File: src/rtl/rvcpu_bus_pkg.sv
// rtl/rvcpu_bus_pkg.sv - shared peripheral bus types and constants
package rvcpu_bus_pkg;

    typedef enum logic [1:0] {IDLE, WRITE, READ, RESP} wbb_state_t;

    localparam logic [31:0] PERIPH_BASE = 32'h4000_0000;

    localparam int TIMER_IDX = 0;
    localparam int UART_IDX  = 1;
    localparam int GPIO_IDX  = 2;
    localparam int SPARE_IDX = 3;

endpackage

File: src/rtl/wb_periph_bridge.sv
// rtl/wb_periph_bridge.sv - CPU load/store port to Wishbone classic peripheral bridge
module wb_periph_bridge #(
    parameter int          N_SLAVES    = 4,
    parameter logic [31:0] PERIPH_BASE = rvcpu_bus_pkg::PERIPH_BASE,
    parameter int          SLV_LSB     = 12,
    parameter int          TIMEOUT     = 15
) (
    input  logic                  clk,
    input  logic                  rst_n,
    input  logic                  cpu_req_i,
    output logic                  cpu_ready_o,
    input  logic                  cpu_we_i,
    input  logic [3:0]            cpu_be_i,
    input  logic [31:0]           cpu_addr_i,
    input  logic [31:0]           cpu_wdata_i,
    output logic                  cpu_rsp_valid_o,
    output logic [31:0]           cpu_rdata_o,
    output logic                  cpu_err_o,
    output logic [N_SLAVES-1:0]   wb_cyc_o,
    output logic                  wb_stb_o,
    output logic                  wb_we_o,
    output logic [3:0]            wb_sel_o,
    output logic [31:0]           wb_adr_o,
    output logic [31:0]           wb_dat_o,
    input  logic [32*N_SLAVES-1:0] wb_dat_i,
    input  logic [N_SLAVES-1:0]   wb_ack_i
);
    import rvcpu_bus_pkg::*;

    localparam int IDXW = (N_SLAVES > 1) ? $clog2(N_SLAVES) : 1;
    localparam int CNTW = (TIMEOUT > 1) ? $clog2(TIMEOUT) : 1;
    localparam int TAGL = SLV_LSB + IDXW;

    wbb_state_t            state, state_n;
    logic [CNTW-1:0]       cnt, cnt_n;
    logic [N_SLAVES-1:0]   cyc_n;
    logic                  stb_n, we_n, rsp_n, err_n;
    logic [3:0]            sel_n;
    logic [31:0]           adr_n, dat_n, rdata_n;

    logic [IDXW-1:0]       req_idx;
    logic                  req_hit;
    logic                  ack_sel;
    logic [31:0]           rd_sel;

    assign req_idx     = cpu_addr_i[SLV_LSB +: IDXW];
    assign req_hit     = (cpu_addr_i[31:TAGL] == PERIPH_BASE[31:TAGL]) && (32'(req_idx) < N_SLAVES);
    assign cpu_ready_o = (state == IDLE) && rst_n;

    // The latched one-hot cyc selects which slave's ack and data are honoured.
    always_comb begin
        ack_sel = 1'b0;
        rd_sel  = '0;
        for (int k = 0; k < N_SLAVES; k++) begin
            if (wb_cyc_o[k]) begin
                ack_sel = wb_ack_i[k];
                rd_sel  = wb_dat_i[32*k +: 32];
            end
        end
    end

    always_comb begin
        state_n = state;
        cnt_n   = cnt;
        cyc_n   = '0;
        stb_n   = 1'b0;
        we_n    = 1'b0;
        sel_n   = wb_sel_o;
        adr_n   = wb_adr_o;
        dat_n   = wb_dat_o;
        rsp_n   = 1'b0;
        rdata_n = cpu_rdata_o;
        err_n   = cpu_err_o;
        case (state)
            IDLE: begin
                if (cpu_req_i) begin
                    sel_n = cpu_be_i;
                    adr_n = cpu_addr_i;
                    dat_n = cpu_wdata_i;
                    if (!req_hit) begin
                        state_n = RESP;
                        rsp_n   = 1'b1;
                        err_n   = 1'b1;
                        rdata_n = '0;
                    end else begin
                        for (int k = 0; k < N_SLAVES; k++) begin
                            if (req_idx == IDXW'(k)) cyc_n[k] = 1'b1;
                        end
                        stb_n   = 1'b1;
                        we_n    = cpu_we_i;
                        cnt_n   = '0;
                        state_n = cpu_we_i ? WRITE : READ;
                    end
                end
            end
            WRITE: begin
                state_n = RESP;
                rsp_n   = 1'b1;
                err_n   = 1'b0;
                rdata_n = '0;
            end
            READ: begin
                if (ack_sel) begin
                    state_n = RESP;
                    rsp_n   = 1'b1;
                    err_n   = 1'b0;
                    rdata_n = rd_sel;
                end else if (cnt == CNTW'(TIMEOUT - 1)) begin
                    state_n = RESP;
                    rsp_n   = 1'b1;
                    err_n   = 1'b1;
                    rdata_n = '0;
                end else begin
                    cnt_n = cnt + 1'b1;
                    cyc_n = wb_cyc_o;
                    stb_n = 1'b1;
                end
            end
            RESP: begin
                state_n = IDLE;
            end
            default: begin
                state_n = IDLE;
            end
        endcase
    end

    always_ff @(posedge clk) begin
        if (!rst_n) begin
            state           <= IDLE;
            cnt             <= '0;
            wb_cyc_o        <= '0;
            wb_stb_o        <= 1'b0;
            wb_we_o         <= 1'b0;
            wb_sel_o        <= '0;
            wb_adr_o        <= '0;
            wb_dat_o        <= '0;
            cpu_rsp_valid_o <= 1'b0;
            cpu_rdata_o     <= '0;
            cpu_err_o       <= 1'b0;
        end else begin
            state           <= state_n;
            cnt             <= cnt_n;
            wb_cyc_o        <= cyc_n;
            wb_stb_o        <= stb_n;
            wb_we_o         <= we_n;
            wb_sel_o        <= sel_n;
            wb_adr_o        <= adr_n;
            wb_dat_o        <= dat_n;
            cpu_rsp_valid_o <= rsp_n;
            cpu_rdata_o     <= rdata_n;
            cpu_err_o       <= err_n;
        end
    end

endmodule

File: config.mk
export PLATFORM = sky130hd
export DESIGN_NAME = wb_periph_bridge
export DESIGN_NICKNAME = d
export VERILOG_FILES = /design/src/rtl/rvcpu_bus_pkg.sv /design/src/rtl/wb_periph_bridge.sv
export SDC_FILE = /design/constraint.sdc
export NUM_CORES = 1
export LEC_CHECK = 0
export BUFFER_PORTS_ARGS = -buffer_cell sky130_fd_sc_hd__buf_2
export CORE_AREA = 2 2 121 123
export CTS_CLUSTER_DIAMETER = 200
export CTS_CLUSTER_SIZE = 10
export DETAILED_ROUTE_END_ITERATION = 8
export DIE_AREA = 0 0 123 125
export GPL_TIMING_DRIVEN = 0
export HOLD_SLACK_MARGIN = 0.03
export PLACE_DENSITY = 0.73
export SYNTH_ARGS = -nofsm -noshare
export SYNTH_HDL_FRONTEND = slang
export SYNTH_SLANG_ARGS = --single-unit
File: constraint.sdc
create_clock -name clk -period 2.4 [get_ports clk]
set_clock_uncertainty 0.1 [all_clocks]
set_input_delay 0.12 -clock clk [delete_from_list [all_inputs] [get_ports clk]]
set_output_delay 0.12 -clock clk [all_outputs]
set_load 0.02 [all_outputs]
Word level (Yosys, flattened, before mapping)
Cells that the tools add are included.
- add/subtract/negate cells: 1
- equal/unequal tests: 14
- mux-type cells: 48
- reduce and logical (&&, ||, !) cells: 10
- operators by type and width (kind ; number):
    two-way mux 32 bit ; 8
    case mux 32 bit (3 select lines) ; 1
    two-way mux 4 bit ; 8
    two-way mux 1 bit ; 20
    == test 18 x 17 -> 1 bit, second input constant ; 1
    case mux 4 bit (2 select lines) ; 2
    two-way mux 2 bit ; 5
    != test 2 bit, second input constant ; 5
    == test 2 bit, second input constant ; 4
    case mux 2 bit (4 select lines) ; 1
    AND reduction 4 bit ; 2
    case mux 1 bit (3 select lines) ; 2
    AND reduction 5 bit ; 1
    adder 4 x 1 -> 4 bit, second input constant ; 1
    == test 2 x 1 -> 1 bit, second input constant ; 2
    == test 4 bit, second input constant ; 1
    logical NOT 2 bit ; 2
    AND reduction 2 bit ; 2
    != test 3 bit, second input constant ; 1
    nonzero test 3 bit ; 1
    case mux 1 bit (2 select lines) ; 1
    nonzero test 2 bit ; 1
    logical AND 1 bit ; 1
- register bits after elaboration: 114
- logic and storage cells: 84

Depth between registers and ports, before layout
Gate-level depths: netlist of the first run.
- depth in word-level cells: 6
- mapped depth: 9

Least setup slack after synthesis of the first run
No wires, ideal clock.
- kind: register to register
- from: register wb_cyc_o[1]
- to: register cpu_rdata_o[0]
- library setup time: 0.072 ns
- arrival: 1.806 ns
- setup slack: 0.423 ns
- cell stages (with the launch flop): 9
- period minus slack after synthesis: 1.977 ns
- cell sequence: dfxtp_1 -> buf_2 -> a211oi_2 -> a211oi_2 -> o22a_2 -> and3_1 -> buf_6 -> buf_6 -> mux2i_1
- word-level cells in the longest chain between the ends: 5
- elaborated cells on any way between the ends: 10
- classes of those cells: 1 x eq/ne; 8 x mux; 1 x reduce/logical
- ends and longest elaborated chain (element ; RTL line ; source):
    start: declaration ; wb_periph_bridge.sv:19 ; output logic [N_SLAVES-1:0] wb_cyc_o,
    start signal: assignment ; wb_periph_bridge.sv:144 ; wb_cyc_o <= cyc_n;
    two-way mux 1 bit or two-way mux 32 bit (tied branches) (3 in series) ; wb_periph_bridge.sv:55 ; if (wb_cyc_o[k]) begin
    != test 3 bit (no source line) or two-way mux 32 bit (tied branches) ; n/a ;
    AND reduction 4 bit (no source line) or case mux 32 bit (3 select lines) (tied branches) ; n/a ;
    end signal: assignment ; wb_periph_bridge.sv:151 ; cpu_rdata_o <= rdata_n;
    end: declaration ; wb_periph_bridge.sv:17 ; output logic [31:0] cpu_rdata_o,
Several ways; a longest one is shown, not always the timed one.
A chain may end at the register's enable or synchronous reset.

Final worst setup path of the first run
- from: register wb_cyc_o[1]
- to: register cpu_rdata_o[14]
Same word-level chain as after synthesis.

==> metrics, run 1 <==
Syn Area/Cell 8.02 µm²; DR vias 6758; Synth area leaders dfxtp_1 41%, nand2_1 14%, a21oi_1 6.7%; Clock Latency Late Sink 0.41 ns; CTS clk-pin slew, worst paths 0.06 ns; Initial Util 0.389; first-pass GRT wire length 33.1 mm; Die Y 125 µm; Area Growth Syn to Fin 61.6%; syn_nets 899; CP peak stage delay 0.40 ns; largest net degree at the start of global routing 17; Final Core Density 0.629; Overflow after GRT 0; I/O pins 313; cell mode on critical path a211oi_2; CP max FO 10; Yosys reg bits 114; reg2reg path depth 7; slowest CP cell a211oi_2; delay-heaviest family, CP compound AO/OA/AOI/OAI gates; Critical Path AT 2.50 ns; routability congestion estimate 0.910; status completed; Layout Nets 1332; Synth Instances 689; CTS tree yes; CTS sink cnt 114; Worst Path Required 2.63 ns; gr busiest metal met2; drt pass-1 iters 5; Max H-tree Level 4; met2 Use GR 0.492; clock tree buffer depth 2; initial antenna violation count 2; Worst Hold Class primary input to flip-flop; fmax 439 MHz; drt wl/cell 16.6 µm; total leakage power 4.06 nW; DP HPWL 14.9 mm; critical path depth 7; # DRC 0; vias in the first global route 6851; DR vias/cell 5.12; period utilization 0.949; met1 Use GR 0.290; initial drt markers 360; CP startpoint wb_cyc_o[1]$_SDFFE_PN0P_; final hold violation count 0; sequential fraction of the synthesis area 0.413; Final Max Slew Viols 0; CTS root buffer clkbuf_16; buffers plus inverters on the worst setup path 2; layout cells sized above 1 0.324; GR met3 Demand/Resource 0.0817; Max-Cap Viols 0; TNS Setup 0 ns; startpoint types flip-flop; total CTS buffers 17; Core ar. 14200 µm²; number of distinct library cells after synthesis 44; CP Cell Sequence buf_2 -> a211oi_2 -> a211oi_2 -> nand3_1 -> clkbuf_1 -> a21o_1 -> mux2i_1; GRT Util Overall 0.277; reg2reg start wb_cyc_o[1]$_SDFFE_PN0P_; Rows 44; Setup Crit Path Kind flip-flop to flip-flop; flop-to-flop setup slack 0.12 ns; Antenna Violating Nets Remaining 0; die area 15400 µm²; VDD IR max 0.513 mV; Yosys top cell area share 0.413; Yosys warnings 0; Routed Wire Length 21.9 mm; mapped cell area 5530 µm²; Slew Limit Headroom 0.596; Slew @ Worst Pin 0.606 ns; area leader, netlist dfxtp_1; RSZ-0062 raised after global routing false; minimum clock period after layout 2.28 ns; # Post-CTS Setup Buffers 0; PortBufs 312; CP Capture Type flip-flop; FF-to-FF End cpu_rdata_o[14]$_SDFFE_PN0P_; Die W 123 µm; # setup viols final 0; pwr/cell area 763 nW/µm²; Setup crit end cpu_rdata_o[14]$_SDFFE_PN0P_
sequential cells by signal (all words and copies together), names as in the netlist, 2 cells and up:
register	cells
cpu_rdata_o	32
wb_adr_o	32
wb_dat_o	32
cnt	4
wb_cyc_o	4
wb_sel_o	4
state	2
synth_stat cells (all sizes together):
cell / number
o21ai: 3
o31ai: 2
or3: 1
o22a: 1
or4b: 3
mux2i: 32
a211oi: 2
nand4b: 1
a32oi: 1
or4: 3
clkbuf: 44
nor2b: 3
a31oi: 2
a221oi: 32
nand2: 213
buf: 13
a21boi: 4
nor3: 3
o22ai: 2
a21o: 32
a31o: 1
inv: 40
and3: 2
o221a: 1
a211o: 33
nand3: 6
a21oi: 74
o32ai: 1
nor2: 5
ha: 6
nand3b: 1
nor4: 5
nor3b: 1
dfxtp: 114
and2: 2
placed cells by master (no fill, tap or decap), drive strengths merged, types with 2 or more instances in the layout:
cell	Yosys	layout
a221oi	32	32
dfxtp	114	114
clkinv	0	4
and2	2	2
diode	0	2
a21oi	74	74
a211oi	2	2
or4	3	3
clkbuf	44	68
a21o	32	32
nor2	5	5
dlygate4sd3	0	102
nor4	5	5
o22ai	2	2
o21ai	3	3
nor3	3	3
nand2	213	213
and3	2	2
a211o	33	33
or4b	3	3
bufinv	0	2
a31oi	2	2
buf	13	323
nor2b	3	3
mux2i	32	32
clkinvlp	0	3
o31ai	2	2
ha	6	6
a21boi	4	4
inv	40	40
nand3	6	6
power by group:
group          internal (W)  total, W  leakage, nW  switching, W
sequential          0.00211   0.00224        0.928      0.000123
combinational      0.000834   0.00206         2.85       0.00123
clock               0.00160   0.00251        0.278      0.000908
final cells by class:
class                   instances  area [µm²]
inverters                      40         150
clock buffers                  22         474
repair buffers                414        2580
diodes                          2        5.00
plain buffers                  57         256
multi-input cells             478        2840
flip-flops and latches        114        2280
well taps                     184         230
clock inverters                 9         106
fillers                      1217        5280
logic make-up (layout without fill, tap and decap cells):
kind of cell	after synthesis	after routing	synth area share
simple gates	249	249	0.197
flops	114	114	0.413
buf+inv	97	542	0.0729
other cells	0	2	0
compound gates	191	191	0.245
mux	32	32	0.0580
fa+ha+maj	6	6	0.0136
worst reg2reg max path: cells and delay by family (launching register included):
kind                   cells  cell delay, ns
DFF                        1            0.34
buffers and inverters      2            0.54
and+or+nand+nor            1            0.33
muxes                      1            0.16
AOI/OAI and AO/OA          3            0.72
per-layer routing:
metal  routed length (µm)  vias to the layer above
met4                  886                        0
li1                     -                     3249
met5                    0                        -
met3                 1760                       66
met1                 8410                     3106
met2                10800                      337
metrics by stage:
| stage | power (W) | setup slack [ns] | cells | area [µm²] | hold WS [ns] |
|---|---|---|---|---|---|
| after detailed placement | 0.00418 | 0.111 | 1185 | 7320 | 0.266 |
| after floorplan | 0.00351 | 0.423 | 689 | 5530 | 0.139 |
| after global placement | 0.00416 | 0.164 | 1185 | 7320 | 0.260 |
| after CTS | 0.00682 | 0.0854 | 1318 | 8920 | 0.0520 |
| final | 0.00681 | 0.122 | 1320 | 8930 | 0.0714 |
| after global routing | 0.00714 | 0.00441 | 1319 | 8920 | 0.0815 |
worst min-delay path by stage:
stage	from	endpoint	slack, ns	cells after the start
final	wb_dat_i[80]	cpu_rdata_o[16]$_SDFFE_PN0P_	0.07	5
after global placement	cpu_wdata_i[2]	wb_dat_o[2]$_SDFFE_PN0P_	0.26	3
after global routing	wb_dat_i[92]	cpu_rdata_o[28]$_SDFFE_PN0P_	0.08	5
after CTS	wb_dat_i[74]	cpu_rdata_o[10]$_SDFFE_PN0P_	0.05	5
after detailed placement	cpu_wdata_i[18]	wb_dat_o[18]$_SDFFE_PN0P_	0.27	3
after floorplan	cpu_we_i	wb_we_o$_SDFF_PN0_	0.14	2
what timing repair did:
| item | 4_1_cts | 5_1_grt |
|---|---|---|
| endpoints found under the hold margin | 107 | 0 |
| resized for setup | 0 | 4 |
| hold buffers | 102 | 0 |
| endpoints found under the setup margin | 0 | 21 |
Power figures use the tool's default switching activity.
==> run 2: changes to the inputs <==
==> config.mk (replaced) <==
export PLATFORM = sky130hd
export DESIGN_NAME = wb_periph_bridge
export DESIGN_NICKNAME = d
export VERILOG_FILES = /design/src/rtl/rvcpu_bus_pkg.sv /design/src/rtl/wb_periph_bridge.sv
export SDC_FILE = /design/constraint.sdc
export NUM_CORES = 1
export LEC_CHECK = 0
export CORE_AREA = 2 2 122 124
export CTS_CLUSTER_DIAMETER = 200
export CTS_CLUSTER_SIZE = 10
export DETAILED_ROUTE_END_ITERATION = 8
export DIE_AREA = 0 0 124 126
export DONT_BUFFER_PORTS = 1
export GPL_TIMING_DRIVEN = 0
export HOLD_SLACK_MARGIN = 0.03
export SYNTH_ARGS = -nofsm -noshare
export SYNTH_HDL_FRONTEND = slang
export SYNTH_SLANG_ARGS = --single-unit
==> run 2 against run 1 <==
Net effect: global-route usage shrank 3.4 points; die area grew 1.6%; critical path depth grew 1; utilization shrank 9.2 points; sequential power grew 13%; non-clock buffer count shrank 278; clock power shrank 7%.
==> metrics, run 2 (same netlist as run 1, synthesis figures left out) <==
first-pass GRT wire length 29.1 mm (-12%); Die Y 126 µm (+0.80%); most frequent cells in the layout 213 x nand2_1, 136 x dlygate4sd3_1, 113 x dfxtp_1; top sig layer met5; DR vias 5728 (-15%); pwr/cell area 823 nW/µm² (+7.8%); Clock Latency Late Sink 0.40 ns (about the same); vias in the first global route 5822 (-15%); Final Max Slew Viols 0 (unchanged); fmax 429 MHz (-2.4%); Overflow after GRT 0 (unchanged); RSZ-0062 raised after global routing false; Post-Route M1 WL 7.25 mm (-14%); Slew @ Worst Pin 0.583 ns (-0.0230 ns); layout cells sized above 1 0.0700 (-0.254); startpoint types flip-flop; post-route cell area 7680 µm² (-14%); n_diodes 0 (-2); drt pass-1 iters 5 (unchanged); Area Growth Syn to Fin 39.0%; VDD IR max 0.511 mV (-0.34%); DP HPWL 14.2 mm (-4.7%); initial antenna violation count 1 (-1); status completed; # DRC 0 (unchanged); cell total after placement 873 (-26%); clock tree buffer depth 2 (unchanged); Max-Cap Viols 0 (unchanged); Routed Wire Length 19.9 mm (-9.2%); DR vias/cell 5.50 (+7.5%); Slew Limit Headroom 0.612 (+0.0154); I/O pins 313 (unchanged); hold_ws 0.0525 ns (-0.0189 ns); total leakage power 2.80 nW (-31%); CTS tree yes; Initial Util 0.386 (-0.00299); initial drt markers 291 (-19%); CTS root buffer clkbuf_16; Critical Path AT 2.52 ns (+0.02 ns); pre-CTS setup slack -0.0766 ns (-0.188 ns); placed cell area 5760 µm² (-21%); Antenna Violating Nets Remaining 0 (unchanged); CTS clk-pin slew, worst paths 0.05 ns (about the same); PortBufs 0 (-100%); GRT Util Overall 0.243 (-0.0343); commonest non-fill, non-tap cell in the layout nand2_1; Setup Crit Path Kind flip-flop to flip-flop; total CTS buffers 17 (unchanged); Die W 124 µm (+0.81%); Rows 44 (unchanged); setup ws final 0.0667 ns (-0.0557 ns); post-route insts no fill 1041 (-21%); drt wl/cell 19.1 µm (+15%); CP max FO 10 (unchanged); final hold violation count 0 (unchanged); routed length on met3 1.90 mm (+8.0%); largest net degree at the start of global routing 17 (unchanged); Worst Path Required 2.58 ns (-0.05 ns); Layout Nets 1054 (-21%); total chip power 0.00632 W (-7.2%); Max H-tree Level 4 (unchanged); routability congestion estimate 0.783 (-14%); die area 15600 µm² (+1.6%); met2 routed WL 10.0 mm (-7.0%); Worst Hold Class primary input to flip-flop; period utilization 0.972 (+0.0232); # setup viols final 0 (unchanged); Core ar. 14300 µm² (+0.78%); biggest regs cpu_rdata_o: 32 flops, wb_adr_o: 32 flops, wb_dat_o: 32 flops; CTS sink cnt 114 (unchanged); minimum clock period after layout 2.33 ns (+0.0557 ns); CP Capture Type flip-flop
[run 2: worst paths after layout]
path	cells after the start	slack [ns]	endpoint	startpoint
hold reg to reg	2	0.39	cnt[3]$_SDFFE_PN0P_	cnt[3]$_SDFFE_PN0P_
setup reg to reg	8	0.07	cpu_rdata_o[29]$_SDFFE_PN0P_	wb_cyc_o[3]$_SDFFE_PN0P_
setup / recovery	8	0.07	cpu_rdata_o[29]$_SDFFE_PN0P_	wb_cyc_o[3]$_SDFFE_PN0P_
hold / removal	3	0.05	cpu_rdata_o[19]$_SDFFE_PN0P_	rst_n
[run 2: layer usage]
metal,global-route usage,vias to the layer above
met1,0.245,2654
met2,0.440,327
met4,0.106,2
met5,0,-
met3,0.0892,55
li1,-,2690
[run 2: power by group]
group	leakage, nW	internal [W]	switching [W]
clock	0.262	0.00140	0.000929
combinational	1.61	0.000623	0.000838
sequential	0.929	0.00211	0.000410
[run 2: through the flow]
| step | setup TNS, ns | util |
|---|---|---|
| after floorplan | 0 | - |
| after detailed placement | -0.818 | 0.402 |
| after CTS | 0 | 0.537 |
| after global placement | 0 | 0.402 |
| final | 0 | 0.537 |
| after global routing | 0 | 0.537 |
[run 2: area by class of cell]
cell class                 instances  area (µm²)
clock inverter                    11        80.1
timing repair buffer             137        1370
multi-input combinational        478        2850
inverter                          40         150
tap                              184         230
sequential                       114        2280
fill                            1301        6630
buffer                            56         253
clock buffer                      21         470
[run 2: critical path, stage by stage (launching register included)]
cell      delay (ns)
dfxtp_1         0.61
nor2b_1         0.39
a211oi_2        0.08
buf_4           0.17
o22a_2          0.24
and3_1          0.18
buf_6           0.14
buf_6           0.16
mux2i_1         0.13
[run 2: timing repair]
item                                   in CTS  in global routing
setup buffers                               1                  0
endpoints found under the hold margin     110                  0
resized for setup                           1                  4
pin swaps                                   1                  0
hold buffers                              136                  0
setup endpoints to repair                  26                 33
==> run 3: changes to the inputs <==
==> constraint.sdc (replaced) <==
create_clock -name clk -period 2.6 [get_ports clk]
set_clock_uncertainty 0.1 [all_clocks]
set_input_delay 0.13 -clock clk [delete_from_list [all_inputs] [get_ports clk]]
set_output_delay 0.13 -clock clk [all_outputs]
set_load 0.02 [all_outputs]
==> run 3 against run 2 <==
Net effect: sequential share of layout area barely moved; combinational power fell by 8%; clock power fell by 8%.
==> metrics, run 3 (same netlist as run 1, synthesis figures left out) <==
Core ar. 14300 µm² (unchanged); Antenna Violating Nets Remaining 0 (unchanged); final hold violation count 0 (unchanged); fmax 409 MHz (-4.6%); commonest non-fill, non-tap cell in the layout nand2_1; VDD IR max 0.473 mV (-7.6%); # DRC 0 (unchanged); DR vias/cell 5.51 (+0.16%); drt pass-1 iters 5 (unchanged); register area 2280 µm² (about the same); pwr/cell area 759 nW/µm² (-7.7%); CTS root buffer clkbuf_16; CTS sink cnt 114 (unchanged); TNS Setup 0 ns (unchanged); Die Y 126 µm (unchanged); most frequent cells in the layout 212 x nand2_1, 136 x dlygate4sd3_1, 114 x dfxtp_1; CP peak stage delay 0.47 ns (-0.14 ns); initial drt markers 296 (+1.7%); slowest CP cell dfxtp_1; Clock Latency Late Sink 0.40 ns (about the same); Worst Hold Depth 4 (+1); CP Capture Type flip-flop; I/O pins 313 (unchanged); DR vias 5737 (+0.16%); cell total after placement 873 (unchanged); Rows 44 (unchanged); Final Core Density 0.536 (about the same); total CTS buffers 17 (unchanged); layout cells sized above 1 0.0653 (-0.00467); placed cell area 5760 µm² (unchanged); startpoint types flip-flop; PortBufs 0 (unchanged); routability congestion estimate 0.783 (unchanged); Critical Path AT 2.67 ns (+0.15 ns); clock tree buffer depth 2 (unchanged); largest net degree at the start of global routing 17 (unchanged); Routed Wire Length 19.8 mm (about the same); total leakage power 2.79 nW (-0.42%); vias in the first global route 5826 (+0.069%); CTS tree yes; delay-heaviest family, CP compound AO/OA/AOI/OAI gates; # setup viols final 0 (unchanged); Slew Limit Headroom 0.610 (-0.00123); DP HPWL 14.2 mm (unchanged); drt wl/cell 19.1 µm (about the same); Max H-tree Level 4 (unchanged); minimum clock period after layout 2.44 ns (+0.112 ns); biggest regs cpu_rdata_o: 32 flops, wb_adr_o: 32 flops, wb_dat_o: 32 flops; Initial Util 0.386 (unchanged); post-route cell area 7670 µm² (about the same); Area Growth Syn to Fin 38.9% (about the same); post-route insts no fill 1041 (unchanged); buffers plus inverters on the worst setup path 3 (unchanged); CP Cell Sequence buf_2 -> a211oi_2 -> a211oi_2 -> o22a_2 -> and3_1 -> buf_6 -> buf_6 -> mux2i_1; CTS clk-pin slew, worst paths 0.05 ns (about the same); Worst Hold Class primary input to flip-flop; initial antenna violation count 1 (unchanged); critical path depth 8 (unchanged); Setup Crit Path Kind flip-flop to flip-flop; status completed; hold_ws 0.0579 ns (+0.00535 ns); CP max FO 10 (unchanged); period utilization 0.940 (-0.0319); first-pass GRT wire length 29.2 mm (+0.17%); Die W 124 µm (unchanged); RSZ-0062 raised after global routing false; FILL cells 1307 (+0.46%); Max-Cap Viols 0 (unchanged); Multi-input gate area 2850 µm² (about the same); Layout Nets 1054 (unchanged); Slew @ Worst Pin 0.585 ns (+0.00185 ns); GRT Util Overall 0.243 (+0.000469); die area 15600 µm² (unchanged); Worst Path Required 2.82 ns (+0.24 ns); Overflow after GRT 0 (unchanged); n_diodes 0 (unchanged); Final Max Slew Viols 0 (unchanged); reg2reg path depth 8 (unchanged)
## run 3: changes by cell type in the layout (fill, tap and decap cells not counted), sizes merged
cell | before | now
buf | 11 | 13
clkbuf | 67 | 65
## run 3: cell type report
type,instances,area share
multi-input cells,478,0.371
well taps,184,0.0300
repair buffers,136,0.177
clock buffers,21,0.0613
clock inverters,11,0.0104
plain buffers,57,0.0329
flip-flops and latches,114,0.297
inverters,40,0.0196
## run 3: metal layers
layer,GRT usage,routed length (µm),part of all wire
met1,0.246,7300,0.37
met5,0,8,0.00040
met3,0.0897,1820,0.091
met2,0.440,10100,0.51
met4,0.106,614,0.031
## run 3: stage by stage
stage	total power (W)	worst slack, ns
floorplan	0.00324	0.623
global placement	0.00348	0.225
detailed placement	0.00352	0.123
CTS	0.00586	0.120
global route	0.00611	0.0324
finish	0.00583	0.155
## run 3: power by group
part           switching, W  leakage, nW  total [W]  internal, W
Clock              0.000849        0.262    0.00214      0.00130
Sequential         0.000378        0.928    0.00233      0.00195
Combinational      0.000776         1.60    0.00135     0.000575
## run 3: worst reg2reg max path, stage by stage (launching register included)
cell and delay, ns:
dfxtp_1 0.47, buf_2 0.26, a211oi_2 0.12, a211oi_2 0.42, o22a_2 0.29, and3_1 0.18, buf_6 0.14, buf_6 0.18
mux2i_1 0.22
## run 3: path summary, 6_finish.rpt
path | slack (ns) | to | from
setup / recovery | 0.16 | cpu_rdata_o[22]$_SDFFE_PN0P_ | wb_cyc_o[1]$_SDFFE_PN0P_
hold / removal | 0.06 | cpu_rdata_o[22]$_SDFFE_PN0P_ | wb_dat_i[86]
setup reg to reg | 0.16 | cpu_rdata_o[22]$_SDFFE_PN0P_ | wb_cyc_o[1]$_SDFFE_PN0P_
hold reg to reg | 0.39 | cnt[3]$_SDFFE_PN0P_ | cnt[3]$_SDFFE_PN0P_
## run 3: repair_timing
action,in CTS,in global routing
setup endpoints to repair,0,5
hold buffers,135,1
hold endpoints to repair,110,2
resized for setup,0,2
buffers inserted,0,0
